===== config.mk =====
export PLATFORM = sky130hd
export DESIGN_NAME = countdown_timer
export DESIGN_NICKNAME = d
export VERILOG_FILES = /design/src/rtl/timer_pkg.sv /design/src/rtl/bin_to_bcd2.sv /design/src/rtl/countdown_timer.sv
export SDC_FILE = /design/constraint.sdc
export NUM_CORES = 1
export LEC_CHECK = 0
export CAP_MARGIN = 10
export CELL_PAD_IN_SITES_DETAIL_PLACEMENT = 0
export CELL_PAD_IN_SITES_GLOBAL_PLACEMENT = 1
export CORE_MARGIN = 1.5
export CORE_UTILIZATION = 30
export DETAILED_ROUTE_END_ITERATION = 12
export PLACE_DENSITY = 0.7
export RECOVER_POWER = 25
export SLEW_MARGIN = 20
export SYNTH_ARGS = -nofsm -noshare
export SYNTH_HDL_FRONTEND = slang
export SYNTH_SLANG_ARGS = --single-unit
export TNS_END_PERCENT = 5

===== constraint.sdc =====
create_clock -name clock_65mhz -period 8.5 [get_ports clock_65mhz]
set_input_delay 0.85 -clock clock_65mhz [delete_from_list [all_inputs] [get_ports clock_65mhz]]
set_output_delay 0.85 -clock clock_65mhz [all_outputs]
set_load 0.02 [all_outputs]

===== src/rtl/timer_pkg.sv =====
// timer_pkg: shared state encoding, default load clamp and BCD digit width for the countdown timer
package timer_pkg;
  localparam logic [1:0] IDLE    = 2'd0;
  localparam logic [1:0] RUNNING = 2'd1;
  localparam logic [1:0] PAUSED  = 2'd2;
  localparam logic [1:0] EXPIRED = 2'd3;
  localparam int DEFAULT_MAX_SECONDS = 99;
  localparam int BCD_W = 4;
endpackage


===== src/rtl/bin_to_bcd2.sv =====
// bin_to_bcd2: combinational split of a 0..99 binary value into BCD tens and ones digits
module bin_to_bcd2
  import timer_pkg::*;
#(
  parameter int WIDTH = 8
) (
  input  logic [WIDTH-1:0] value,
  output logic [BCD_W-1:0] tens,
  output logic [BCD_W-1:0] ones
);
  assign tens = BCD_W'(value / WIDTH'(10));
  assign ones = BCD_W'(value % WIDTH'(10));
endmodule


===== src/rtl/countdown_timer.sv =====
// countdown_timer: loadable seconds countdown driven by a 1 Hz enable, with BCD outputs; TIMER_WARN_EN adds a warning blink
module countdown_timer
  import timer_pkg::*;
#(
  parameter int WIDTH = 8,
  parameter int MAX_SECONDS = DEFAULT_MAX_SECONDS
`ifdef TIMER_WARN_EN
  , parameter int WARN_THRESH = 5
`endif
) (
  input  logic             clock_65mhz,
  input  logic             reset_n,
  input  logic             one_hz_enable,
  input  logic             load,
  input  logic [WIDTH-1:0] load_value,
  input  logic             go,
  input  logic             pause,
  output logic             restart_one_hz,
  output logic [WIDTH-1:0] seconds_left,
  output logic [BCD_W-1:0] tens,
  output logic [BCD_W-1:0] ones,
  output logic             running,
  output logic             expired,
  output logic [1:0]       timer_state,
  output logic             warn
);
  logic [1:0]       next_state;
  logic [WIDTH-1:0] next_secs, clamped, dec;
  logic [BCD_W-1:0] next_tens, next_ones;
  logic             hit_zero;
  assign clamped  = (load_value > WIDTH'(MAX_SECONDS)) ? WIDTH'(MAX_SECONDS) : load_value;
  assign dec      = seconds_left - WIDTH'(1);
  assign hit_zero = timer_state == RUNNING && one_hz_enable && dec == '0;
  // next state and count: load > go > pause > tick, with a tick to zero overriding pause
  always_comb begin
    next_state = timer_state;
    next_secs  = seconds_left;
    case (timer_state)
      IDLE:
        if (load) next_secs = clamped;
        else if (go && seconds_left != '0) next_state = RUNNING;
      RUNNING: begin
        if (one_hz_enable) next_secs = dec;
        if (hit_zero) next_state = EXPIRED;
        else if (pause) next_state = PAUSED;
      end
      PAUSED:
        if (load) begin
          next_secs  = clamped;
          next_state = IDLE;
        end else if (go) next_state = RUNNING;
      default:
        if (load) begin
          next_secs  = clamped;
          next_state = IDLE;
        end
    endcase
  end
  bin_to_bcd2 #(.WIDTH(WIDTH)) u_bcd (
    .value(next_secs),
    .tens (next_tens),
    .ones (next_ones)
  );
  // output registers; BCD digits come from the next count so they never lag seconds_left
  always_ff @(posedge clock_65mhz or negedge reset_n) begin
    if (!reset_n) begin
      timer_state    <= IDLE;
      seconds_left   <= '0;
      tens           <= '0;
      ones           <= '0;
      running        <= 1'b0;
      expired        <= 1'b0;
      restart_one_hz <= 1'b1;
    end else begin
      timer_state    <= next_state;
      seconds_left   <= next_secs;
      tens           <= next_tens;
      ones           <= next_ones;
      running        <= next_state == RUNNING;
      expired        <= hit_zero;
      restart_one_hz <= next_state != RUNNING;
    end
  end
`ifdef TIMER_WARN_EN
  logic in_win, was_win, next_warn;
  assign in_win    = next_state == RUNNING && next_secs != '0 && next_secs <= WIDTH'(WARN_THRESH);
  assign was_win   = running && seconds_left != '0 && seconds_left <= WIDTH'(WARN_THRESH);
  assign next_warn = in_win && (!was_win || (one_hz_enable ? !warn : warn));
  // blink starts high on entering the window and toggles per tick while inside it
  always_ff @(posedge clock_65mhz or negedge reset_n) begin
    if (!reset_n) warn <= 1'b0;
    else warn <= next_warn;
  end
`else
  assign warn = 1'b0;
`endif
endmodule


==> key figures <==
Cells and area
  – Post-route cell area: ~2100 um2
  – Fillers: around 530
  – Multi-input gate area: around 1000 um2
  – Register area: 502 um2
  – Share of cells above drive strength 1: between 9 and 10%
  – Area growth, synth to finish: 28.8%
  – N_diodes: 0
  – Commonest non-fill, non-tap cell in the layout: clkdlybuf4s50_1
  – Most frequent cells in the layout: 33 x clkdlybuf4s50_1, 23 x nor2_1, 19 x dfrtp_1
  – Layout net count: 248

CTS
  – CTS Buffer Depth: 2
  – H-tree Lvls: 1
  – Setup bufs post-CTS: 0
  – Clk slew on worst S/H paths: about 0.070 ns
  – CTS Hold Bufs: 0
  – Post_cts resized: 0
  – Worst skew pair latency: approximately 0.26 ns
  – Clock buffer count from CTS: 3
  – CTS Sinks: 20
  – Root Buffer: clkbuf_8
  – TritonCTS clock tree: yes

STA
  – Final Critical Period: roughly 4.7 ns
  – Unrepaired setup endpoints after global routing: false
  – Fin. max-slew vios: 0
  – Final setup viols: 0
  – Slew HR: approximately 40%
  – Endpoints failing hold: 0
  – Max Freq: roughly 210 MHz
  – Final Skew: 0.00306 ns
  – Worst Max-Slew Pin Slew: ~0.90 ns
  – Setup TNS: 0 ns
  – Fin crit share: about 55%

Critical path
  – Crit-path slowest cell: clkdlybuf4s50_1
  – Most used cell, CP: a211o_1
  – WP data required: 8.63 ns
  – CP endpoint kind: flip-flop
  – Critical path cell sequence: clkdlybuf4s50_1, nand3b_1, or4_1, o211ai_1, inv_1, nor3_2, a211o_1, a21oi_1, a211o_1, xnor2_1, ha_1, nor4_1, a311oi_2, xor2_1
  – Cells on worst reg2reg path: 13
  – Critical Path AT: 4.83 ns
  – Critical path class: input pin to flip-flop
  – CP Buf/Inv Count: 2
  – Stages on worst setup path: 14
  – Critical path launch point type: input pin
  – Crit path max fanout: 11
  – CP delay by family, top: simple AND/OR/NAND/NOR gates
  – CP peak stage delay: around 0.55 ns

Yosys
  – Synth Area in Simple Gates: a little under a quarter
  – Number of synthesized flops with an enable pin: 0
  – Async SR Flop Fraction: 100%
  – Largest area contributor in the netlist: dfrtp_1
  – Synth Area in Adders: 3.77%
  – Synthesis warning total: 0
  – Most used DFF post-synth: dfrtp_1
  – Synth Area in Compound Gates: roughly 29%
  – Area contributors post-synth: dfrtp_1 29%, nor2_1 5.3%, o21ai_0 5.2%
  – Post-Synth XOR/XNOR Area: under 10%
  – Syn avg cell area: between 8 and 9 um2
  – Post-Syn Nets: roughly 220
  – Mapped cell area: 1630 um2
  – Mux contribution to synthesized area: 3.38%
  – Largest family of logic cells by synthesized area: compound AO/OA/AOI/OAI gates
  – Yosys cell types: 55
  – Yosys top cell area share: between 20 and 30%
  – Register area share after synthesis: between 30% and 40%
  – Mapped Cells: a little under 200
  – Yosys reg bits: 20

Power
  – Pwr/cell area: 373 nW/um2
  – VDD IR max: roughly 120 uV
  – Pleak: 0.835 nW
  – Final Power: between 700 and 800 uW

Detailed routing
  – Routed WL: 4.62 mm
  – DRC Markers: 0
  – WL per Instance: approximately 15 um
  – Detail Route Antenna Nets: 0
  – Initial DRC Count: just over 70
  – Vias per inst: 5.53
  – Via Count: 1654
  – DRT Pass-1 Iters: 4

GRT
  – Gr ovfl total: 0
  – Vias in the first global route: approximately 1600
  – Largest net degree at the start of global routing: 21
  – First-pass GRT wire length: 7.73 mm
  – Antenna violations before repair: 0
  – Tot GR Track Use: between 10% and 20%

Placed design
  – Placed Area: 2020 um2
  – I/O Buffers: 34
  – HPWL reported at the end of detailed placement: 3.52 mm
  – Final GP Congestion: between 0.8 and 0.9

Hold path
  – Min-Delay Path Depth: 2
  – Worst min path class: flip-flop to flip-flop

Die
  – Die area: between 5000 and 6000 um2
  – IO Pins: 36
  – FP Rows: 26
  – Starting Density: 31.4%
  – Core Box Area: around 5200 um2
  – Die X: approximately 77 um
  – Chip Height: between 70 and 80 um

Run status
  – Status: finished, final reports clean

Run
  – Max-cap viol count: 0
[cell type report]
cell class / count / share of cell area, %
well taps: 70 / 4.18
repair buffers: 36 / 17.0
clock inverters: 1 / 1.43
flip-flops and latches: 20 / 23.9
multi-input cells: 153 / 48.6
clock buffers: 3 / 1.97
inverters: 16 / 2.93
[tightest hold or removal path, cell delays in order, from the launching register on]
cell and delay [ns]:
dfrtp_1 0.46, o211ai_1 0.14, nand2_1 0.09
[metal layers]
layer  routed length [um]  global-route usage, %  vias to the layer above
met3                  246                   3.35                       11
met2                 2170                   26.5                       53
met1                 2110                   21.5                      790
met4                   88                   5.74                        0
met5                    0                      0                        -
li1                     -                      -                      800
[Yosys cell counts, drive strengths merged, types with 2 or more instances]
master / n
nor2: 23
dfrtp: 19
o21ai: 19
nand2: 14
inv: 13
a21oi: 12
nand3: 7
a221oi: 6
buf: 6
a211o: 5
nor3: 5
a221o: 4
ha: 4
mux2i: 4
nor4: 4
o211ai: 4
or4: 4
a22oi: 3
and3: 3
clkbuf: 3
clkinv: 3
or2: 3
xnor2: 3
a311oi: 2
nand2b: 2
nor4b: 2
o22ai: 2
o311ai: 2
[path summary, 6_finish.rpt]
kind                           startpoint               to  slack (ns)
setup / recovery            one_hz_enable          ones[3]        3.80
hold / removal             timer_state[1]   timer_state[1]        0.73
setup reg to reg           timer_state[0]          ones[3]        4.03
hold reg to reg            timer_state[1]   timer_state[1]        0.73
max in group asynchronous         reset_n  seconds_left[7]        6.78
min in group asynchronous         reset_n          tens[2]        1.17
[cells by family after synthesis]
logic type	count (synthesis)
AOI/OAI and AO/OA	65
other	1
and+or+nand+nor	73
xor gates and xnor gates	4
DFF	20
adders and majority gates	5
buffers and inverters	25
muxes	5
[state kept, by name (all words and copies together), names as in the netlist]
| name | count |
|---|---|
| tens | 4 |
| running | 1 |
| ones | 4 |
| expired | 1 |
| restart_one_hz | 1 |
| timer_state | 2 |
| seconds_left | 7 |
[report_power, final]
| group | switching (mW) | internal [mW] |
|---|---|---|
| registers | 0.0445 | 0.137 |
| logic | 0.292 | 0.216 |
| clock network | 0.0300 | 0.0628 |
| total | 0.367 | 0.416 |
[through the flow]
step / setup slack [ns] / utilization (%) / hold WS (ns) / instances
after floorplan: 4.83 / - / 0.554 / 198
after detailed placement: 3.57 / 39.1 / 0.726 / 295
after global routing: 3.47 / 40.5 / 0.763 / 299
after global placement: 3.69 / 39.1 / 0.742 / 295
after CTS: 3.84 / 40.5 / 0.738 / 299
final: 3.80 / 40.5 / 0.727 / 299
No activity file was read; power rests on OpenSTA's default activity.
